### src/rtl/ps2_cmd_pkg.sv
// ps2_cmd_pkg: shared constants and encodings for the PS/2 command parser.
//   - ASCII codes for the editing keys, digits and command letters
//   - top-level FSM state, parse sub-state and command kind encodings
//   - small character-class helpers
package ps2_cmd_pkg;

    localparam logic [7:0] ASCII_BS    = 8'h08;
    localparam logic [7:0] ASCII_LF    = 8'h0A;
    localparam logic [7:0] ASCII_CR    = 8'h0D;
    localparam logic [7:0] ASCII_SPACE = 8'h20;
    localparam logic [7:0] ASCII_0     = 8'h30;
    localparam logic [7:0] ASCII_9     = 8'h39;
    localparam logic [7:0] ASCII_V_UP  = 8'h56;
    localparam logic [7:0] ASCII_V_LO  = 8'h76;
    localparam logic [7:0] ASCII_A_UP  = 8'h41;
    localparam logic [7:0] ASCII_A_LO  = 8'h61;
    localparam logic [7:0] ASCII_F_UP  = 8'h46;
    localparam logic [7:0] ASCII_F_LO  = 8'h66;
    localparam logic [7:0] ASCII_TILDE = 8'h7E;

    typedef enum logic [1:0] {StCollect, StParse, StDone} state_e;

    typedef enum logic [1:0] {SubLetter, SubPreSp, SubDigits, SubPostSp} parse_sub_e;

    typedef enum logic [1:0] {KindNone, KindVel, KindAng, KindFire} cmd_kind_e;

    function automatic logic is_digit(input logic [7:0] c);
        return (c >= ASCII_0) && (c <= ASCII_9);
    endfunction

    function automatic logic is_printable(input logic [7:0] c);
        return (c >= ASCII_SPACE) && (c <= ASCII_TILDE);
    endfunction

endpackage

### src/rtl/ps2_decimal_accum.sv
// ps2_decimal_accum: combinational acc*10 + digit with saturation.
//   acc    in  32  running value
//   digit  in   4  decimal digit 0..9
//   result out 32  next value, clamped to 32'hFFFF_FFFF
//   sat    out  1  high when the true result does not fit in 32 bits
module ps2_decimal_accum (
    input  logic [31:0] acc,
    input  logic [3:0]  digit,
    output logic [31:0] result,
    output logic        sat
);
    logic [35:0] wide;

    // (acc << 3) + (acc << 1) == acc * 10; max value fits in 36 bits
    assign wide   = ({4'b0, acc} << 3) + ({4'b0, acc} << 1) + {32'b0, digit};
    assign sat    = |wide[35:32];
    assign result = sat ? 32'hFFFF_FFFF : wide[31:0];

endmodule

### src/rtl/ps2_command_parser.sv
// ps2_command_parser: line editor and velocity/angle command decoder fed by ps2_cleaner.
//   clock, resetn    clock and asynchronous active-low reset
//   char_in/valid    ASCII character strobe
//   busy             high while parsing or finishing a committed line
//   line_content     last committed line, char i in bits [8i+7:8i], unused bytes zero
//   line_ready       one-cycle pulse when line_content updates
//   velocity, angle  last accepted values
//   cmd_done/error   one-cycle accept / reject pulses
//   overflow         sticky; a character was dropped on a full buffer (cleared by Enter)
//   fire             only with PS2CMD_FIRE_EN defined: pulses on an accepted 'F' line
module ps2_command_parser
    import ps2_cmd_pkg::*;
#(
    parameter int unsigned MAX_CHARS     = 32,
    parameter int unsigned MAX_VELOCITY  = 999,
    parameter int unsigned MAX_ANGLE     = 90,
    parameter int unsigned INIT_VELOCITY = 0,
    parameter int unsigned INIT_ANGLE    = 45
) (
    input  logic                   clock,
    input  logic                   resetn,
    input  logic [7:0]             char_in,
    input  logic                   char_valid,
    output logic                   busy,
    output logic [8*MAX_CHARS-1:0] line_content,
    output logic                   line_ready,
    output logic [31:0]            velocity,
    output logic [31:0]            angle,
    output logic                   cmd_done,
    output logic                   cmd_error,
    output logic                   overflow
`ifdef PS2CMD_FIRE_EN
    ,
    output logic                   fire
`endif
);
    localparam int unsigned LW = $clog2(MAX_CHARS + 1);  // holds 0..MAX_CHARS
    localparam int unsigned IW = $clog2(MAX_CHARS);      // indexes a byte

    state_e                      state_q, state_d;
    parse_sub_e                  psub_q, psub_d;
    cmd_kind_e                   kind_q, kind_d;
    logic [MAX_CHARS-1:0][7:0]   edit_q, edit_d;
    logic [MAX_CHARS-1:0][7:0]   line_q, line_d;
    logic [LW-1:0]               len_q, len_d, clen_q, clen_d, idx_q, idx_d, len_m1;
    logic [31:0]                 acc_q, acc_d, vel_q, vel_d, ang_q, ang_d;
    logic                        sat_q, sat_d, err_q, err_d, dig_q, dig_d;
    logic                        ready_q, ready_d, done_q, done_d, error_q, error_d;
    logic                        ovf_q, ovf_d, accept;
    logic [7:0]                  cur_ch;
    logic [31:0]                 acc_next;
    logic                        acc_sat;

    assign len_m1 = len_q - LW'(1);
    assign cur_ch = line_q[idx_q[IW-1:0]];

    ps2_decimal_accum u_accum (
        .acc    (acc_q),
        .digit  (cur_ch[3:0]),
        .result (acc_next),
        .sat    (acc_sat)
    );

`ifdef PS2CMD_FIRE_EN
    logic fire_q, fire_d;
    assign fire = fire_q;
`endif

    always_comb begin
        state_d = state_q;
        psub_d  = psub_q;
        kind_d  = kind_q;
        edit_d  = edit_q;
        line_d  = line_q;
        len_d   = len_q;
        clen_d  = clen_q;
        idx_d   = idx_q;
        acc_d   = acc_q;
        vel_d   = vel_q;
        ang_d   = ang_q;
        sat_d   = sat_q;
        err_d   = err_q;
        dig_d   = dig_q;
        ovf_d   = ovf_q;
        ready_d = 1'b0;
        done_d  = 1'b0;
        error_d = 1'b0;
        accept  = 1'b0;
`ifdef PS2CMD_FIRE_EN
        fire_d  = 1'b0;
`endif
        unique case (state_q)
            StCollect: begin
                if (char_valid) begin
                    if (is_printable(char_in)) begin
                        if (len_q == LW'(MAX_CHARS)) begin
                            ovf_d = 1'b1;
                        end else begin
                            edit_d[len_q[IW-1:0]] = char_in;
                            len_d = len_q + LW'(1);
                        end
                    end else if (char_in == ASCII_BS) begin
                        if (len_q != '0) begin
                            edit_d[len_m1[IW-1:0]] = 8'h00;
                            len_d = len_m1;
                        end
                    end else if ((char_in == ASCII_CR) || (char_in == ASCII_LF)) begin
                        line_d  = edit_q;
                        clen_d  = len_q;
                        ready_d = 1'b1;
                        edit_d  = '0;
                        len_d   = '0;
                        ovf_d   = 1'b0;
                        idx_d   = '0;
                        psub_d  = SubLetter;
                        kind_d  = KindNone;
                        acc_d   = '0;
                        sat_d   = 1'b0;
                        err_d   = 1'b0;
                        dig_d   = 1'b0;
                        if (len_q != '0) state_d = StParse;
                    end
                end
            end
            StParse: begin
                unique case (psub_q)
                    SubLetter: begin
                        if ((cur_ch == ASCII_V_UP) || (cur_ch == ASCII_V_LO)) begin
                            kind_d = KindVel;
                        end else if ((cur_ch == ASCII_A_UP) || (cur_ch == ASCII_A_LO)) begin
                            kind_d = KindAng;
`ifdef PS2CMD_FIRE_EN
                        end else if ((cur_ch == ASCII_F_UP) || (cur_ch == ASCII_F_LO)) begin
                            kind_d = KindFire;
`endif
                        end else begin
                            kind_d = KindNone;
                        end
                        psub_d = SubPreSp;
                    end
                    SubPreSp, SubDigits: begin
                        if (is_digit(cur_ch)) begin
                            acc_d  = acc_next;
                            sat_d  = sat_q | acc_sat;
                            dig_d  = 1'b1;
                            psub_d = SubDigits;
                        end else if (cur_ch == ASCII_SPACE) begin
                            if (psub_q == SubDigits) psub_d = SubPostSp;
                        end else begin
                            err_d = 1'b1;
                        end
                    end
                    SubPostSp: begin
                        if (cur_ch != ASCII_SPACE) err_d = 1'b1;
                    end
                endcase
                // keep walking after an error so the latency does not depend on content
                idx_d = idx_q + LW'(1);
                if (idx_d == clen_q) state_d = StDone;
            end
            StDone: begin
                unique case (kind_q)
                    KindVel: begin
                        accept = !err_q && dig_q && !sat_q && (acc_q <= 32'(MAX_VELOCITY));
                        if (accept) vel_d = acc_q;
                    end
                    KindAng: begin
                        accept = !err_q && dig_q && !sat_q && (acc_q <= 32'(MAX_ANGLE));
                        if (accept) ang_d = acc_q;
                    end
`ifdef PS2CMD_FIRE_EN
                    KindFire: begin
                        accept = !err_q && !dig_q;
                        fire_d = accept;
                    end
`endif
                    default: accept = 1'b0;
                endcase
                done_d  = accept;
                error_d = !accept;
                state_d = StCollect;
            end
            default: state_d = StCollect;
        endcase
    end

    always_ff @(posedge clock or negedge resetn) begin
        if (!resetn) begin
            state_q <= StCollect;
            psub_q  <= SubLetter;
            kind_q  <= KindNone;
            edit_q  <= '0;
            line_q  <= '0;
            len_q   <= '0;
            clen_q  <= '0;
            idx_q   <= '0;
            acc_q   <= '0;
            vel_q   <= 32'(INIT_VELOCITY);
            ang_q   <= 32'(INIT_ANGLE);
            sat_q   <= 1'b0;
            err_q   <= 1'b0;
            dig_q   <= 1'b0;
            ovf_q   <= 1'b0;
            ready_q <= 1'b0;
            done_q  <= 1'b0;
            error_q <= 1'b0;
`ifdef PS2CMD_FIRE_EN
            fire_q  <= 1'b0;
`endif
        end else begin
            state_q <= state_d;
            psub_q  <= psub_d;
            kind_q  <= kind_d;
            edit_q  <= edit_d;
            line_q  <= line_d;
            len_q   <= len_d;
            clen_q  <= clen_d;
            idx_q   <= idx_d;
            acc_q   <= acc_d;
            vel_q   <= vel_d;
            ang_q   <= ang_d;
            sat_q   <= sat_d;
            err_q   <= err_d;
            dig_q   <= dig_d;
            ovf_q   <= ovf_d;
            ready_q <= ready_d;
            done_q  <= done_d;
            error_q <= error_d;
`ifdef PS2CMD_FIRE_EN
            fire_q  <= fire_d;
`endif
        end
    end

    assign busy         = (state_q == StParse) || (state_q == StDone);
    assign line_content = line_q;
    assign line_ready   = ready_q;
    assign velocity     = vel_q;
    assign angle        = ang_q;
    assign cmd_done     = done_q;
    assign cmd_error    = error_q;
    assign overflow     = ovf_q;

endmodule
### config.mk
export PLATFORM = sky130hd
export DESIGN_NAME = ps2_command_parser
export DESIGN_NICKNAME = d
export VERILOG_FILES = /design/src/rtl/ps2_cmd_pkg.sv /design/src/rtl/ps2_decimal_accum.sv /design/src/rtl/ps2_command_parser.sv
export SDC_FILE = /design/constraint.sdc
export NUM_CORES = 1
export LEC_CHECK = 0
export CORE_MARGIN = 5
export CORE_UTILIZATION = 35
export CTS_CLUSTER_SIZE = 25
export DETAILED_ROUTE_END_ITERATION = 6
export PLACE_DENSITY = 0.61
export SLEW_MARGIN = 30
export SYNTH_ARGS = -nofsm -noshare
export SYNTH_HDL_FRONTEND = slang
export SYNTH_SLANG_ARGS = --single-unit
### constraint.sdc
create_clock -name clock -period 6.8 [get_ports clock]
set_input_delay 1.02 -clock clock [delete_from_list [all_inputs] [get_ports clock]]
set_output_delay 1.02 -clock clock [all_outputs]
set_load 0.05 [all_outputs]
==> results of run 1 <==
-- kinds of logic (layout without fill, tap and decap cells) --
kind of cell,Yosys count,after routing,synth area share (%)
XOR/XNOR,37,37,1.10
adder cells (fa/ha/maj),80,80,3.45
flip-flops,639,639,54.3
other,0,1,0
buffers and inverters,237,531,3.46
AND/OR/NAND/NOR,1252,1252,18.2
multiplexers,126,126,6.02
AO/OA/AOI/OAI,551,551,13.5
-- area by class of cell --
cell class | count | area, µm²
Sequential cell | 639 | 16000
Clock buffer | 97 | 2050
Fill cell | 8019 | 47300
Antenna cell | 1 | 2.50
Inverter | 28 | 113
Timing Repair Buffer | 376 | 3750
Tap cell | 1080 | 1350
Clock inverter | 30 | 552
Multi-Input combinational cell | 2046 | 12500
-- flip-flops by register name (all words and copies together), names as in the netlist --
name	count
acc_q	32
angle	32
clen_q	6
cmd_done	1
cmd_error	1
dig_q	1
edit_q	256
err_q	1
idx_q	6
kind_q	2
len_q	6
line_content	256
line_ready	1
overflow	1
psub_q	2
sat_q	1
state_q	2
velocity	32
-- worst max-delay path: stages, from the launching register on --
cell and delay (ns):
dfrtp_2 0.84, buf_4 0.38, mux4_2 0.33, nand2_1 0.08, a21oi_1 0.11, nor3_1 0.36
inv_1 0.20, fa_1 0.50, ha_1 0.31, a21oi_1 0.21, nor2_1 0.10, nor3b_1 0.23
o21ai_1 0.25, o221a_2 0.34, nor3_1 0.43, a211o_1 0.25, a31oi_4 0.19, buf_8 0.22
buf_8 0.15, a221o_1 0.27
-- layout by cell type, fill, tap and decap left out, types with 14 or more instances in the layout --
| cell | synthesis | routed |
|---|---|---|
| nand2_1 | 925 | 925 |
| o21ai_0 | 108 | 108 |
| mux2i_1 | 68 | 68 |
| a21oi_1 | 103 | 103 |
| a31oi_1 | 14 | 14 |
| or3_1 | 24 | 24 |
| and3_1 | 31 | 31 |
| nand3_1 | 32 | 31 |
| a22o_1 | 142 | 142 |
| nor2_1 | 58 | 58 |
| dfrtp_1 | 635 | 633 |
| a221o_1 | 30 | 30 |
| inv_1 | 27 | 27 |
| mux2_2 | 19 | 19 |
| and2_1 | 63 | 64 |
| xnor2_1 | 23 | 23 |
| clkbuf_16 | 0 | 75 |
| a22oi_1 | 25 | 25 |
| ha_1 | 78 | 78 |
| a32o_1 | 24 | 24 |
| a211o_1 | 20 | 20 |
| clkdlybuf4s50_1 | 0 | 334 |
| xor2_1 | 14 | 14 |
| a21o_1 | 25 | 25 |
| buf_4 | 5 | 31 |
| nor3_1 | 34 | 32 |
| mux4_2 | 39 | 39 |
| nor2b_1 | 38 | 36 |
-- per-layer routing --
| layer | track usage [%] | up-vias | wire, µm |
|---|---|---|---|
| li1 | - | 10600 | - |
| met2 | 35.9 | 835 | 47900 |
| met5 | 0 | - | 13 |
| met1 | 29.3 | 11900 | 42100 |
| met3 | 4.48 | 168 | 7190 |
| met4 | 7.64 | 2 | 3880 |
-- power breakdown --
group / switching, µW / internal (µW) / total, µW
Sequential: 120 / 3900 / 4020
Clock: 1660 / 2630 / 4290
Combinational: 736 / 339 / 1080
-- through the flow --
stage	worst slack, ns	cell area (µm²)	utilization (%)
finish	0.887	36300	43.4
global route	0.659	36300	43.4
CTS	1.00	36300	43.4
detailed placement	1.05	33700	40.3
global placement	1.03	33700	40.3
floorplan	1.74	29500	-
-- how the worst max path moves through the flow --
stage / to / slack [ns] / cells after the start
global placement: acc_q[17]$_DFFE_PN0P_ / 1.03 / 19
detailed placement: acc_q[8]$_DFFE_PN0P_ / 1.05 / 21
floorplan: acc_q[4]$_DFFE_PN0P_ / 1.74 / 25
global route: acc_q[18]$_DFFE_PN0P_ / 0.66 / 19
CTS: acc_q[15]$_DFFE_PN0P_ / 1.00 / 19
finish: acc_q[8]$_DFFE_PN0P_ / 0.89 / 19
==> qor.csv, run 1 <==
metric,value,unit
outcome,finished clean,
fin_skew,0.0361,ns
avgSynthCellArea,10.1,µm²
cts_hold_buf,0,
start_util,35.3,%
r2r_start,idx_q[1]$_DFFE_PN0P_,
clk_latency,0.63,ns
grt_usage,21.9,%
maxCapViolCount,0,
required,7.29,ns
syn_inst,2922,
core-area,0.0836,mm²
r2r-end,acc_q[8]$_DFFE_PN0P_,
cp-startpoint,idx_q[1]$_DFFE_PN0P_,
root_buffer,clkbuf_16,
cts.sinks,639,
hold_violations,0,
dieArea,0.0901,mm²
grt_overflow,0,
finalMaxSlewViolations,0,
clk_pin_slew_worst_paths,0.06,ns
clock_path_buffers,3,
netlist_area,0.0295,mm²
drc,0,
portBuffers,335,
endpoint_kind,flop,
grt_pass1_vias,23100,
ant_nets,0,
cts_resized,0,
power.density,258,mW/mm²
r2r_setup_slack,0.89,ns
synth-seq-cells,639,
grt_pass1_wl,153000,µm
cts_tree,done,
synthArstFlopShare,100,%
synth_top_area_cell,dfrtp_1,
yosysTopAreaCellShare,53.9,%
fmax,169,MHz
syn2layout_area_growth,23.2,%
synthesis.nets,3013,
post-cts-setup-buffers,0,
crit_fanout,25,
via_count,23500,
antenna_found_initial,1,
tns,0,ns
whs,0.407,ns
reg2reg_depth,19,
relSlewSlack,19.4,%
die_y,300,µm
setup_viol,0,
synth_warnings,0,
rsz0062_at_grt,false,
numCtsBuffers,72,
wirelength,101000,µm
tightest_slew,1.21,ns
nets,3254,
stdcell_count,4297,
synth_ff_type,dfrtp_1,
drive_above_1_share,7.40,%
cp.arrival,6.41,ns
power,9380,µW
place.gp.congestion,0.915,
h-tree-depth,3,
dp.cells,4169,
critPathLaunchType,flop,
synth-edff-count,0,
pin_count,336,
grt_start_max_net_pins,182,
drtIter0Drc,2353,
min_path_type,in2async,
yosysUniqueCellTypes,78,
routed_via_density,5.46,
dpl.hpwl,69000,µm
leakage,0.0175,µW
dr.pass1.iters,6,
yosysMostFrequentCell,nand2_1,
period_needed,5.91,ns
post_drt_wl_per_cell,23.5,µm
crit_type,reg2reg,
synth_commonest_cells,"nand2_1 (925), dfrtp_1 (635), clkbuf_1 (162), a22o_1 (142), o21ai_0 (108)",
finalCritPeriodShare,87.0,%
rows,106,
synthTopCellsByArea,"dfrtp_1 (54%), nand2_1 (12%), a22o_1 (4.2%), ha_1 (3.3%), mux4_2 (3.0%)",
peakVddDrop,0.000158,V
yosysSeqAreaShare,54.3,%
die_w,300,µm
Note: power is estimated with default switching activity, not from simulation.
==> run 2: changes to the inputs <==
PLACE_DENSITY = 0.55   (was 0.61)
==> qor.csv, run 2 (synthesis results as in run 1) <==
metric,value,unit,change
fin_skew,0.0555,ns,+0.0194 ns
sw_frac_of_total,27.8,%,+0.91 points
dr.pass1.iters,5,,-1
combPwrFrac,11.7,%,+0.2 points
post_drt_wl_per_cell,24.1,µm,+2.7%
peakVddDrop,0.000172,V,+8.7%
r2r_start,idx_q[0]$_DFFE_PN0P_,,
r2r-end,acc_q[1]$_DFFE_PN0P_,,
min_path_type,in2async,,
fmax,179,MHz,+5.8%
r2r_setup_slack,1.21,ns,+0.33 ns
hold_violations,0,,unchanged
layout_common_cells,"nand2_1 (925), dfrtp_1 (633), clkdlybuf4s50_1 (334)",,
drive_above_1_share,7.66,%,+0.26 points
via_count,23600,,+0.41%
cp.arrival,6.06,ns,-0.35 ns
setup_ws,1.21,ns,+0.326 ns
syn2layout_area_growth,23.2,%,about the same
dpl.hpwl,72300,µm,+4.8%
pin_count,336,,unchanged
die_w,300,µm,unchanged
start_util,35.3,%,unchanged
place_ws,1.02,ns,-0.0281 ns
drc,0,,unchanged
finalCritPeriodShare,82.2,%,-4.8 points
drtIter0Drc,2104,,-11%
grt_pass1_wl,157000,µm,+2.9%
clk_latency,0.65,ns,+0.02 ns
grt_usage,22.6,%,+0.62 points
grt_overflow,0,,unchanged
cts.sinks,639,,unchanged
power.density,255,mW/mm²,-1.4%
path_cells,mux4_2 -> mux2i_1 -> o31ai_1 -> nor3_1 -> inv_1 -> fa_1 -> ha_1 -> a21oi_1 -> nor2_1 -> nor3b_1 -> o21ai_1 -> o221a_2 -> nor3_1 -> a211o_1 -> a31oi_4 -> buf_8 -> a221o_1,,
crit_path_top_delay_cell,dfrtp_4,,
clockPowerShare,44.8,%,-0.9 points
p_seq_share,43.5,%,+0.7 points
nets,3258,,+0.12%
tightest_slew,1.01,ns,-0.200 ns
leakage,0.0175,µW,+0.11%
numCtsBuffers,74,,+2.8%
post-cts-setup-buffers,0,,unchanged
grt_start_max_net_pins,174,,-4.4%
portBuffers,335,,unchanged
period_needed,5.59,ns,-0.326 ns
h-tree-depth,3,,unchanged
ant_nets,0,,unchanged
cts_hold_buf,0,,unchanged
clock_path_buffers,3,,unchanged
postLayoutCoreUtil,43.4,%,about the same
endpoint_kind,flop,,
rows,106,,unchanged
maxCapViolCount,0,,unchanged
slowest_delay,0.80,ns,-0.04 ns
tns,0,ns,unchanged
crit_type,reg2reg,,
cts_resized,0,,unchanged
root_buffer,clkbuf_16,,
critPathLaunchType,flop,,
intPower,6680,µW,-2.6%
required,7.28,ns,about the same
cpMostUsedCell,nor3_1,,
finalMaxSlewViolations,0,,unchanged
die_y,300,µm,unchanged
place.gp.congestion,0.900,,-1.7%
relSlewSlack,32.1,%,+13 points
routed_via_density,5.47,,+0.22%
reg2reg_depth,17,,-2
core-area,0.0836,mm²,unchanged
crit_fanout,33,,+32%
outcome,finished clean,,
grt_pass1_vias,24100,,+4.3%
power,9250,µW,-1.4%
antenna_found_initial,5,,+4
dieArea,0.0901,mm²,unchanged
whs,0.253,ns,-0.154 ns
cts_tree,done,,
layout_commonest_cell,nand2_1,,
rsz0062_at_grt,false,,
clk_pin_slew_worst_paths,0.06,ns,about the same
p_switching,2570,µW,+2.0%
setup_viol,0,,unchanged
wirelength,104000,µm,+2.8%
-- run 2: cell type report --
cell class | count | area, µm²
clock buffers | 100 | 2080
fillers | 7938 | 47300
clock inverters | 33 | 469
repair buffers | 378 | 3800
well taps | 1080 | 1350
flip-flops and latches | 639 | 16000
multi-input cells | 2046 | 12500
diodes | 1 | 2.50
inverters | 28 | 113
-- run 2: layer usage --
metal | global-route usage [%] | vias to the layer above | wire, µm
li1 | - | 10600 | -
met1 | 28.9 | 12000 | 42500
met2 | 38.6 | 814 | 51200
met3 | 4.46 | 170 | 6640
met4 | 7.34 | 2 | 3560
met5 | 0 | - | 12
-- run 2: power groups by stage --
| stage | clock, µW | sequential (µW) | combinational (µW) |
|---|---|---|---|
| after global placement | 0 | 4080 | 1050 |
| after CTS | 4230 | 4020 | 1070 |
| after detailed placement | 0 | 4090 | 1070 |
| after floorplan | 0 | 4050 | 709 |
| final | 4150 | 4020 | 1080 |
| after global routing | 4380 | 4040 | 1150 |
-- run 2: how the worst max path moves through the flow --
stage	from	to	slack (ns)	cells past startpoint
final	idx_q[0]$_DFFE_PN0P_	acc_q[1]$_DFFE_PN0P_	1.21	17
after global routing	idx_q[0]$_DFFE_PN0P_	acc_q[0]$_DFFE_PN0P_	0.85	19
after CTS	idx_q[0]$_DFFE_PN0P_	acc_q[25]$_DFFE_PN0P_	1.01	19
after detailed placement	idx_q[0]$_DFFE_PN0P_	acc_q[25]$_DFFE_PN0P_	1.02	19
after global placement	idx_q[0]$_DFFE_PN0P_	acc_q[8]$_DFFE_PN0P_	1.18	17
after floorplan	idx_q[0]$_DFFE_PN0P_	acc_q[4]$_DFFE_PN0P_	1.74	25
-- run 2: critical path, delay by kind of cell (launching register included) --
| kind | cells | cell delay [ns] |
|---|---|---|
| buffers and inverters | 2 | 0.40 |
| flip-flops | 1 | 0.80 |
| AND/OR/NAND/NOR | 4 | 1.06 |
| AO/OA/AOI/OAI | 7 | 1.56 |
| multiplexers | 2 | 0.83 |
| adder cells (fa/ha/maj) | 2 | 0.79 |
-- run 2: metrics by stage --
step           cells  instance area [µm²]
4_1_cts         4301                36200
2_1_floorplan   2922                29500
3_5_place_dp    4168                33700
6_report        4305                36300
5_1_grt         4304                36300
3_3_place_gp    4166                33600
==> run 3: changes to the inputs <==
clock period = 5.2 ns   (was 6.8 ns; I/O delays follow)
==> qor.csv, run 3 (synthesis results as in run 1) <==
metric,value,unit,change
intPower,8840,µW,+32%
slowest_delay,0.50,ns,-0.30 ns
dr.pass1.iters,6,,+1
wl_met3,6750,µm,+1.7%
routed_via_density,5.48,,+0.13%
place.gp.congestion,0.897,,-0.33%
power.density,335,mW/mm²,+31%
endpoint_kind,flop,,
rsz0062_at_grt,false,,
outcome,finished clean,,
diodes,0,,-1
layout_common_cells,"nand2_1 (925), dfrtp_1 (633), clkdlybuf4s50_1 (334)",,
p_switching,3440,µW,+34%
fillers,7887,,-0.64%
clockPowerShare,44.8,%,about the same
root_buffer,clkbuf_16,,
grt_overflow,0,,unchanged
crit_path_top_delay_cell,fa_1,,
numCtsBuffers,75,,+1.4%
syn2layout_area_growth,24.4,%,
hold_violations,0,,unchanged
clock_path_buffers,3,,unchanged
antenna_found_initial,2,,-3
period_needed,4.99,ns,-0.595 ns
crit_fanout,19,,-42%
drtIter0Drc,2027,,-3.7%
cp.arrival,5.46,ns,-0.60 ns
p_seq_share,42.4,%,-1.1 points
setup_viol,0,,unchanged
ant_nets,0,,unchanged
clk_latency,0.66,ns,about the same
cp-startpoint,idx_q[0]$_DFFE_PN0P_,,
portBuffers,335,,unchanged
whs,0.184,ns,-0.0689 ns
met1_length,43400,µm,+2.2%
peakVddDrop,0.000232,V,+35%
grt_pass1_vias,24100,,-0.037%
finalCritPeriodShare,96.0,%,+14 points
combPwrFrac,12.8,%,+1.1 points
r2r_start,idx_q[0]$_DFFE_PN0P_,,
wirelength,105000,µm,+0.69%
critPathLaunchType,flop,,
relSlewSlack,29.9,%,-2.2 points
min_path_type,in2async,,
required,5.67,ns,-1.61 ns
grt_usage,22.7,%,+0.16 points
maxCapViolCount,0,,unchanged
die_w,300,µm,unchanged
dpl.hpwl,73000,µm,+0.94%
grt_start_max_net_pins,147,,-16%
via_count,23800,,+1.0%
fin_skew,0.0682,ns,+0.0127 ns
drive_above_1_share,8.89,%,+1.2 points
cts.sinks,639,,unchanged
clk_pin_slew_worst_paths,0.06,ns,about the same
die_y,300,µm,unchanged
path_cells,buf_12 -> buf_4 -> mux4_2 -> mux2i_2 -> o31ai_1 -> nor3_1 -> buf_4 -> inv_1 -> fa_1 -> inv_1 -> fa_1 -> nor2b_2 -> o2111ai_2 -> a21oi_1 -> o2111ai_1 -> a21oi_1 -> o21a_1 -> o22a_1 -> a31oi_4 -> buf_12 -> a221o_1,,
wl_met2,50600,µm,-1.2%
start_util,35.3,%,unchanged
leakage,0.0177,µW,+1.1%
grt_pass1_wl,158000,µm,+0.63%
highest_layer,met5,,
sw_frac_of_total,28.0,%,+0.22 points
drc,0,,unchanged
pin_count,336,,unchanged
nets,3296,,+1.2%
core-area,0.0836,mm²,unchanged
rows,106,,unchanged
post_drt_wl_per_cell,24.1,µm,-0.19%
cts_tree,done,,
fmax,200,MHz,+12%
finalMaxSlewViolations,0,,unchanged
dieArea,0.0901,mm²,unchanged
layout_commonest_cell,nand2_1,,
crit_type,reg2reg,,
tns,0,ns,unchanged
h-tree-depth,3,,unchanged
tightest_slew,1.04,ns,+0.0345 ns
## run 3: critical path, delay by kind of cell (launching register included)
kind	cells	cell delay, ns
AOI/OAI and AO/OA	9	1.63
adders and majority gates	2	0.97
buffers and inverters	6	0.76
muxes	2	0.64
DFF	1	0.49
and+or+nand+nor	2	0.33
## run 3: through the flow
step	cells	total power, µW	cell area (µm²)	utilization, %	setup WS (ns)
2_1_floorplan	2922	6220	29500	-	0.139
3_3_place_gp	4202	6780	34000	40.7	0.246
3_5_place_dp	4203	6820	34000	40.7	0.162
4_1_cts	4338	12300	36600	43.8	0.0822
5_1_grt	4343	12700	36700	43.9	0.0183
6_report	4343	12300	36700	43.9	0.208
## run 3: repair_timing
action | 4_1_cts | 5_1_grt
hold buffers | 0 | 0
buffers inserted | 0 | 5
setup endpoints to repair | 0 | 33
endpoints found under the hold margin | 0 | 0
resized for setup | 0 | 8
## run 3: layer usage
layer	vias up	track usage, %
li1	10700	-
met1	12100	29.6
met2	819	37.9
met3	173	4.98
met4	2	7.42
met5	-	0
## run 3: final cells by class
type | instances | area [µm²] | share of cell area [%]
Sequential cell | 639 | 16000 | 43.6
Multi-Input combinational cell | 2046 | 12500 | 34.1
Timing Repair Buffer | 415 | 4110 | 11.2
Clock buffer | 101 | 2090 | 5.71
Tap cell | 1080 | 1350 | 3.69
Clock inverter | 34 | 498 | 1.36
Inverter | 28 | 113 | 0.307
## run 3: path summary, 6_finish.rpt
path	slack, ns	depth (start not counted)	endpoint
worst min-delay path	0.18	1	acc_q[20]$_DFFE_PN0P_
worst min register to register	0.45	2	line_content[155]$_DFFE_PN0P_
worst max register to register	0.21	21	acc_q[28]$_DFFE_PN0P_
max in group asynchronous	3.60	2	line_content[107]$_DFFE_PN0P_
worst max-delay path	0.21	21	acc_q[28]$_DFFE_PN0P_
min in group clock	0.45	2	line_content[155]$_DFFE_PN0P_
## run 3: power groups by stage
stage | Clock, µW | Sequential (µW) | Combinational [µW]
6_report | 5500 | 5210 | 1570
5_1_grt | 5790 | 5220 | 1680
4_1_cts | 5600 | 5220 | 1510
3_5_place_dp | 0 | 5310 | 1510
3_3_place_gp | 0 | 5300 | 1480
2_1_floorplan | 0 | 5300 | 927
